==> src/rtl/sipo_frame_ctrl.sv <==
// Serial frame sequencer for an external SIPO: detects the start bit, strobes mid-bit
// shifts, checks the stop bit and hands the captured word over with valid/ready.
//
// state | meaning
// IDLE  | line idle, waiting for a low level on the synchronized input
// START | timing to the middle of the start bit to reject glitches
// DATA  | one shift strobe per bit period, DATA_BITS in total
// STOP  | sampling the stop bit, then latch / overrun / framing error
module sipo_frame_ctrl #(
  parameter int DATA_BITS    = 8,
  parameter int CLKS_PER_BIT = 16,
  parameter int CNT_W        = 8
) (
  input  logic                 clk,
  input  logic                 reset,
  input  logic                 rx_in,
  output logic                 sr_clear,
  output logic                 sr_shift,
  output logic                 sr_bit,
  input  logic [DATA_BITS-1:0] sr_data,
  output logic [DATA_BITS-1:0] frame_data,
  output logic                 frame_valid,
  input  logic                 frame_ready,
  output logic                 frame_err,
  output logic                 overrun,
  output logic                 busy
);

  localparam int BIT_W = $clog2(DATA_BITS + 1);
  localparam logic [CNT_W-1:0] HALF_TC  = CNT_W'(CLKS_PER_BIT / 2 - 1);
  localparam logic [CNT_W-1:0] FULL_TC  = CNT_W'(CLKS_PER_BIT - 1);
  localparam logic [BIT_W-1:0] LAST_BIT = BIT_W'(DATA_BITS - 1);

  typedef enum logic [1:0] {IDLE, START, DATA, STOP} state_t;

  state_t               state, state_nxt;
  logic [CNT_W-1:0]     timer, timer_nxt;
  logic [BIT_W-1:0]     bitcnt, bitcnt_nxt;
  logic                 rx_m, rx_s;
  logic                 clear_nxt, shift_nxt, err_nxt, ovr_nxt, valid_nxt, busy_nxt;
  logic [DATA_BITS-1:0] data_nxt;

  assign sr_bit = rx_s;

  always_ff @(posedge clk or negedge reset) begin
    if (!reset) begin
      rx_m        <= 1'b1;
      rx_s        <= 1'b1;
      state       <= IDLE;
      timer       <= '0;
      bitcnt      <= '0;
      sr_clear    <= 1'b0;
      sr_shift    <= 1'b0;
      frame_data  <= '0;
      frame_valid <= 1'b0;
      frame_err   <= 1'b0;
      overrun     <= 1'b0;
      busy        <= 1'b0;
    end else begin
      rx_m        <= rx_in;
      rx_s        <= rx_m;
      state       <= state_nxt;
      timer       <= timer_nxt;
      bitcnt      <= bitcnt_nxt;
      sr_clear    <= clear_nxt;
      sr_shift    <= shift_nxt;
      frame_data  <= data_nxt;
      frame_valid <= valid_nxt;
      frame_err   <= err_nxt;
      overrun     <= ovr_nxt;
      busy        <= busy_nxt;
    end
  end

  always_comb begin
    state_nxt  = state;
    timer_nxt  = timer;
    bitcnt_nxt = bitcnt;
    clear_nxt  = 1'b0;
    shift_nxt  = 1'b0;
    err_nxt    = 1'b0;
    ovr_nxt    = 1'b0;
    data_nxt   = frame_data;
    valid_nxt  = frame_valid & ~frame_ready;

    case (state)
      IDLE: begin
        if (!rx_s) begin
          state_nxt = START;
          timer_nxt = '0;
          clear_nxt = 1'b1;
        end
      end
      START: begin
        if (timer == HALF_TC) begin
          timer_nxt  = '0;
          bitcnt_nxt = '0;
          state_nxt  = rx_s ? IDLE : DATA;
        end else begin
          timer_nxt = timer + 1'b1;
        end
      end
      DATA: begin
        if (timer == FULL_TC) begin
          timer_nxt  = '0;
          shift_nxt  = 1'b1;
          bitcnt_nxt = bitcnt + 1'b1;
          if (bitcnt == LAST_BIT) state_nxt = STOP;
        end else begin
          timer_nxt = timer + 1'b1;
        end
      end
      STOP: begin
        if (timer == FULL_TC) begin
          timer_nxt = '0;
          state_nxt = IDLE;
          // A word being accepted this cycle frees the holding register for the new one.
          if (!rx_s) begin
            err_nxt = 1'b1;
          end else if (!frame_valid || frame_ready) begin
            data_nxt  = sr_data;
            valid_nxt = 1'b1;
          end else begin
            ovr_nxt = 1'b1;
          end
        end else begin
          timer_nxt = timer + 1'b1;
        end
      end
      default: state_nxt = IDLE;
    endcase

    busy_nxt = (state_nxt != IDLE);
  end

endmodule

==> config.mk <==
export PLATFORM = sky130hd
export DESIGN_NAME = sipo_frame_ctrl
export DESIGN_NICKNAME = d
export VERILOG_FILES = /design/src/rtl/sipo_frame_ctrl.sv
export SDC_FILE = /design/constraint.sdc
export NUM_CORES = 1
export LEC_CHECK = 0
export CORE_UTILIZATION = 61
export DETAILED_ROUTE_END_ITERATION = 10
export DONT_BUFFER_PORTS = 1
export GPL_ROUTABILITY_DRIVEN = 0
export PLACE_DENSITY = 0.77
export SYNTH_ARGS = -nofsm -noshare
export SYNTH_HDL_FRONTEND = slang
export SYNTH_SLANG_ARGS = --single-unit
==> constraint.sdc <==
create_clock -name clk -period 2.2 [get_ports clk]
set_input_delay 0.44 -clock clk [delete_from_list [all_inputs] [get_ports clk]]
set_output_delay 0.44 -clock clk [all_outputs]
set_load 0.005 [all_outputs]
==> results list, run 1 <==
* Fraction of the yosys area taken by sequential cells: 54.58%
* Post-detailed-placement half-perimeter wirelength: 1646 um
- Total standard cell area after synthesis: 0.001380 sq mm
- On the final layout, the worst clock skew is 0.009172 ns.
- Number of nets in the layout: 144
* Post-route cell area: 0.001491 sq mm
- Setup repair after global routing left no endpoint under its margin.
- Worst R2R End: frame_data[5]
- In this run, post-CTS hold repair placed 2 buffers.
- Clock net sink count: 30
- Worst Hold Launch: rx_in
- Total count of max-transition violations in the final report: 0
* Wire length of the first global-routing pass: 4174 um
- Slowest library cell on the worst path: sky130_fd_sc_hd__dfrtp_1
- Cell variety after synth: 36
* Hold Crit Endpoint: rx_m
* Crit end category: register
* Maximum number of pins on one net before global-route repair: 31
- Final Non-Filler Cells: 158
- Signed area change from the synthesized netlist to the final layout: 8.069%
- Worst vdd ir: 0.7876 mV
* Power per cell area: 1173 mW/mm^2
* Proportion of netlist area held by the largest area contributor: 50.77%
- Static leakage power: 0.6727 nW
- Average routed wire per standard cell: 15.66 um
* Timing startpoint of the critical path: timer[0]
- Fill cells in the final layout number 151.
- In this run the critical register-to-register path is launched from timer[0].
* Path category of the worst min-delay check: primary input to register
* Layout cells sized above 1: 21.37%
- The later pin in the worst-skew pair is clocked with a latency of 0.33 ns.
- Data on the critical path is required at its endpoint by 2.41 ns.
* CTS tree: done
- H-tree depth reported by CTS: 2
* Top cell type by total area after synthesis: sky130_fd_sc_hd__dfrtp_1
- Yosys mapped a number of flops with a built-in enable equal to 0.
* Cell area reported after detailed placement: 0.001383 sq mm
- The root buffer cell chosen for the clock tree is sky130_fd_sc_hd__clkbuf_4.
- Hold timing on the final database bottoms out at a slack of 0.1034 ns.
* Clock edge transition at the registers on the reported setup and hold paths: 0.09 ns
- Global routing used 23.20% of the available tracks.
- Timing would allow up to 0.4953 GHz.
- Count of endpoints failing hold in the final timing report: 0
- Max-cap violations in this run came to 0.
* Drt pass-1 iters: 4
- The number of gates resized after CTS was 0.
* Cell depth of the worst hold path: 0
- Largest stage delay on the critical path: 0.41 ns
- Result of the run: finished clean
- Initial antenna violation count: 0
- Number of cell rows: 16
- Using the TritonRoute via totals, the vias-per-cell ratio works out to 6.241.
* Accumulated negative setup slack: 0 ns
- Leading post-synthesis cells by cell area: sky130_fd_sc_hd__dfrtp_1 (51%), sky130_fd_sc_hd__mux2_2 (7.3%), sky130_fd_sc_hd__dfstp_2 (3.8%)
- Period Utilization, post-route: 91.77%
- In the post-synthesis netlist, the cell with the most instances is sky130_fd_sc_hd__dfrtp_1.
- The via count of the first global-routing pass came to 914.
- The core region is 0.002042 sq mm.
* Diodes inserted: 0
- Routed via count: 986
- Main synth FF type: sky130_fd_sc_hd__dfrtp_1
- Slew at the pin closest to its max-slew limit: 0.5134 ns
- Total length of routed wires: 2475 um
- Kind of start point of the critical path: register
* Fraction of registers with async set/reset: 100.0%
* Post-layout utilization of the core: 73.04%
- Kind of cell with the highest combined delay on the critical path: simple AND/OR/NAND/NOR gates
* Mapped Nets: 143
- The count of nets left with antenna violations once routing finished came out at 0.
* Total clock buffers created by CTS: 5
- Top-Level Pins: 27
* DRC errors left: 0
- Sequence of cells on the critical path: ha_1 -> and3_1 -> nand2_2 -> nor2_2 -> mux2_2
- Port buffering added 0 buffers.
- For this run the aggregate overflow at the end of global routing stands at 0.
- Setup CP Type: register to register
- Yosys printed 0 warnings.
- Post-Place Cells: 148
- Data arrival at the endpoint of the critical path: 2.23 ns
- In this run the worst path has a maximum fanout of 10.
- After clock tree synthesis, the setup repair step added 0 buffers.
- For flop-to-flop paths, the worst setup slack is 0.18 ns.
- Y dimension of the die: 49.57 um
* Die area: 0.002457 sq mm
* Die Span X: 49.57 um
- The critical path contains buffers and inverters numbering 0 combined.
- Synthesis inferred 30 register bits.
- By count the netlist is led by sky130_fd_sc_hd__dfrtp_1 (28), sky130_fd_sc_hd__mux2_2 (9), sky130_fd_sc_hd__nor2_1 (9), sky130_fd_sc_hd__a21oi_1 (8), sky130_fd_sc_hd__o21ai_0 (8).
- Buffer depth of the longest clock path: 2
* Violation count after the first detailed-route iteration: 15
- Worst R2R Path Depth: 5
- Tmin final: 2.019 ns
* Post-synthesis area per instance: 10.70 sq um
* Number of setup violations in the final report: 0
- Headroom to the max-slew limit came out at 65.52%.
* Initial standard-cell utilization of the core: 67.59%
* Synthesized instance count: 129
-- metrics by stage --
stage               power, mW  worst slack [ns]
floorplan               1.244            0.3434
global placement        1.306            0.2732
detailed placement      1.331            0.1965
CTS                     1.752            0.1679
global route            1.867           0.05037
finish                  1.750            0.1811
-- cells by family (layout without fill, tap and decap cells) --
group	count (synthesis)	count (layout)	synth area share [%]
AND/OR/NAND/NOR	44	44	18.23
flip-flops	30	30	54.58
AO/OA/AOI/OAI	29	29	13.15
buffers and inverters	13	15	3.627
multiplexers	9	9	7.344
adder cells (fa/ha/maj)	2	2	1.813
XOR/XNOR	2	2	1.269
-- sequential cells by signal, indices dropped and copies added, names as in the netlist, 2 cells and up --
name,cells
bitcnt,4
timer,8
frame_data,8
state,2
-- cells in the final DEF, fill, tap and decap left out, types with 2 or more instances in the layout --
cell,netlist,layout
sky130_fd_sc_hd__mux2_2,9,9
sky130_fd_sc_hd__nor3_1,2,2
sky130_fd_sc_hd__nand3_1,6,6
sky130_fd_sc_hd__nand2b_1,2,2
sky130_fd_sc_hd__dfrtp_1,28,28
sky130_fd_sc_hd__o21ai_0,8,8
sky130_fd_sc_hd__a22o_1,2,2
sky130_fd_sc_hd__a31oi_1,2,2
sky130_fd_sc_hd__o211ai_1,3,3
sky130_fd_sc_hd__clkbuf_4,0,5
sky130_fd_sc_hd__a21oi_1,8,8
sky130_fd_sc_hd__clkbuf_8,0,3
sky130_fd_sc_hd__nand4_1,4,4
sky130_fd_sc_hd__or2_2,2,2
sky130_fd_sc_hd__xnor2_1,2,2
sky130_fd_sc_hd__dfstp_2,2,2
sky130_fd_sc_hd__nor2_1,9,9
sky130_fd_sc_hd__a41oi_1,3,3
sky130_fd_sc_hd__ha_1,2,2
sky130_fd_sc_hd__inv_1,5,5
sky130_fd_sc_hd__nand2_1,7,7
-- power by group --
part / switching (mW) / internal (mW) / leakage (nW)
Sequential: 0.210 / 0.694 / 0.387
Combinational: 0.225 / 0.220 / 0.241
Clock: 0.184 / 0.218 / 0.0446
-- per-layer routing --
| layer | vias to the layer above | track usage, % | share of wire [%] |
|---|---|---|---|
| met3 | 3 | 8.333 | 6.2 |
| met1 | 481 | 29.96 | 45 |
| met2 | 37 | 36.49 | 48 |
| met4 | 0 | 7.143 | 0.89 |
| li1 | 465 | - | - |
| met5 | - | 0 | 0 |
-- how the worst max path moves through the flow --
stage / end / slack (ns) / cells after the start
2_1_floorplan: frame_data[0] / 0.34 / 6
3_3_place_gp: frame_data[3] / 0.27 / 5
3_5_place_dp: frame_data[5] / 0.20 / 5
4_1_cts: frame_data[5] / 0.17 / 5
5_1_grt: frame_data[5] / 0.05 / 5
6_report: frame_data[5] / 0.18 / 5
-- layout make-up --
type                            instances  area, sq um  area share [%]
Sequential cell                        30        753.2           50.50
Timing Repair Buffer                    2        30.03           2.013
Inverter                                5        18.77           1.258
Multi-Input combinational cell         86        576.8           38.67
Tap cell                               27        33.78           2.265
Clock buffer                            8        78.83           5.285
Power figures use the tool's default switching activity.
==> run 2, diff against run 1 <==
- CORE_UTILIZATION: 61 -> 60
- HOLD_SLACK_MARGIN: unset -> 0.15
- PLACE_DENSITY: 0.77 -> 0.76
==> results list, run 2 (synthesized netlist as in run 1, its figures left out) <==
* Result of the run: finished clean (unchanged)
* Buffers and inverters on the worst path: 0 (unchanged)
- The delay of the slowest cell on the worst path came to 0.40 ns (was 0.41 ns).
* Sequential cell area in the final layout: 753.2 sq um (unchanged)
* Power per cell area: 1258 mW/mm^2 (was 1173 mW/mm^2)
- The clock transition time at the flip-flop clock pins of the worst setup and hold paths was 0.10 ns (was 0.09 ns).
- The final-layout setup total negative slack was 0 ns (unchanged).
- The final hold violation count was 0 (unchanged).
- Violation count after the first detailed-route iteration: 36 (was 15)
- Data arrival at the endpoint of the critical path: 2.20 ns (was 2.23 ns)
- The pre-CTS setup slack was 0.2133 ns (was 0.1965 ns).
- Sequence of cells on the critical path: ha_1 -> and3_1 -> nand2_2 -> nor2_2 -> mux2_2 (unchanged).
* Maximum number of pins on one net before global-route repair: 31 (unchanged)
- The maximum level of the CTS H-tree was 2 (unchanged).
* Clock net sink count: 30 (unchanged)
* Buffer depth of the longest clock path: 2 (unchanged)
* Commonest cells after routing, fill and taps aside: sky130_fd_sc_hd__dfrtp_1 (28), sky130_fd_sc_hd__nor2_1 (9), sky130_fd_sc_hd__mux2_2 (9), sky130_fd_sc_hd__a21oi_1 (8), sky130_fd_sc_hd__o21ai_0 (8) (unchanged)
- The post-route worst hold slack was 0.2545 ns (was 0.1034 ns).
- Die area: 0.002496 sq mm (was 0.002457 sq mm)
- The insertion delay of the later-clocked pin in the worst-skew pair is 0.33 ns (about the same).
* All-Layer GR Usage: 24.60% (was 23.20%)
- The slack of the critical path is 0.2151 ns (was 0.1811 ns).
- The number of slew-limit violations in the final report was 0 (unchanged).
* DRC errors left: 0 (unchanged)
* Number of setup violations in the final report: 0 (unchanged)
* Y dimension of the die: 49.96 um (was 49.57 um)
- Layout cells sized above 1: 22.39% (was 21.37%)
- Post-detailed-placement half-perimeter wirelength: 1821 um (was 1646 um)
* Number of nets still failing antenna checks after routing: 0 (unchanged)
* Initial antenna violation count: 0 (unchanged)
- The count of vias placed by the detailed router came to 999 (was 986).
* Top-Level Pins: 27 (unchanged)
* Most common cell after layout, fill and taps aside: sky130_fd_sc_hd__dfrtp_1 (unchanged)
* Die Span X: 49.96 um (was 49.57 um)
* Biggest fanout along the worst timing path: 10 (unchanged)
- Period Utilization, post-route: 90.22% (was 91.77%)
* Sum of overflow across all layers after global routing: 0 (unchanged)
* Slew at the pin closest to its max-slew limit: 0.5950 ns (was 0.5134 ns)
- Peak Freq: 0.5038 GHz (was 0.4953 GHz)
- The effective utilization at floorplan was 62.99% (was 67.59%).
- The path type of the worst min-delay path is primary input to register (unchanged).
- The CTS buffer count was 5 (unchanged).
- Largest registers in the final layout: frame_data (8), timer (8), bitcnt (4) (unchanged).
* Average routed wire per standard cell: 16.28 um (was 15.66 um)
* Drt pass-1 iters: 4 (unchanged)
- The post-layout utilization of the core is 70.76% (was 73.04%).
* Cell area reported after detailed placement: 0.001399 sq mm (was 0.001383 sq mm)
- The via density per instance came to 6.167 (was 6.241).
- The CTS tree was done (unchanged).
* Setup clock skew after layout: 0.008696 ns (was 0.009172 ns)
* Placeable core area: 0.002191 sq mm (was 0.002042 sq mm)
- The area used by multi-input combinational logic was 576.8 sq um (unchanged).
- The first-pass GRT wire length came to 4478 um (was 4174 um).
- Number of global-route vias before repair: 1032 (was 914)
- Number of nets in the layout: 147 (was 144)
- The number of core rows is 17 (was 16).
- Signed area change from the synthesized netlist to the final layout: 12.33% (was 8.069%)
- Clock root cell: sky130_fd_sc_hd__clkbuf_4 (unchanged)
- The worst supply voltage drop on vdd is 0.9273 mV (was 0.7876 mV).
- Unrepaired setup endpoints after global routing: false (unchanged)
- The normalized max-slew margin came to 59.81% (was 65.52%).
- Total length of routed wires: 2638 um (was 2475 um)
- Diodes inserted: 0 (unchanged)
- The shortest period the worst path allows was 1.985 ns (was 2.019 ns).
- The static leakage was 0.6999 nW (was 0.6727 nW).
* Kind of cell with the highest combined delay on the critical path: simple AND/OR/NAND/NOR gates (unchanged)
* Slowest library cell on the worst path: sky130_fd_sc_hd__dfrtp_1 (unchanged)
- The count of max-cap constraint violations was 0 (unchanged).
- The count of buffers inserted at the top-level ports came to 0 (unchanged).
* Kind of start point of the critical path: register (unchanged)
* Post-route cell area: 0.001550 sq mm (was 0.001491 sq mm)
- # fillers: 156 (was 151)
* Setup CP Type: register to register (unchanged)
* Required time of the critical path: 2.42 ns (was 2.41 ns)
- The capturing element type of the critical path is a register (unchanged).
## run 2: per-layer routing
layer  share of wire [%]  GRT usage, %  vias up
met5                   0             0        -
met4                 2.0         12.38        0
met3                 5.0         6.790        8
met2                  52         41.89       39
met1                  41         28.02      481
li1                    -             -      471
## run 2: area by class of cell
type                    instances  area share [%]
clock buffers                   6           3.309
clock inverters                 2           3.874
inverters                       5           1.211
multi-input cells              86           37.21
flip-flops and latches         30           48.59
well taps                      28           2.260
repair buffers                  5           3.551
## run 2: repair_timing
item / in CTS / in global routing
buffers inserted: 0 / 0
endpoints found under the hold margin: 31 / 0
resized for setup: 0 / 0
hold buffers: 3 / 0
## run 2: report_power, final
group / internal [mW] / switching [mW] / leakage, nW / total [mW]
registers: 0.694 / 0.210 / 0.387 / 0.904
logic: 0.238 / 0.232 / 0.254 / 0.471
clock network: 0.385 / 0.190 / 0.0585 / 0.575
## run 2: per-stage QoR
stage / std cells / power (mW)
after global routing: 162 / 2.062
after floorplan: 129 / 1.244
after CTS: 162 / 1.947
after detailed placement: 151 / 1.354
final: 162 / 1.950
after global placement: 151 / 1.321
## run 2: path summary, 6_finish.rpt
path	startpoint	end	slack [ns]	cells past startpoint
setup / recovery	timer[0]	frame_data[0]	0.22	5
hold / removal	sr_data[5]	frame_data[5]	0.25	1
setup reg to reg	timer[0]	frame_data[0]	0.22	5
hold reg to reg	rx_m	sr_bit	0.36	0
max in group asynchronous	reset	sr_bit	1.42	2
min in group asynchronous	reset	timer[7]	0.55	2
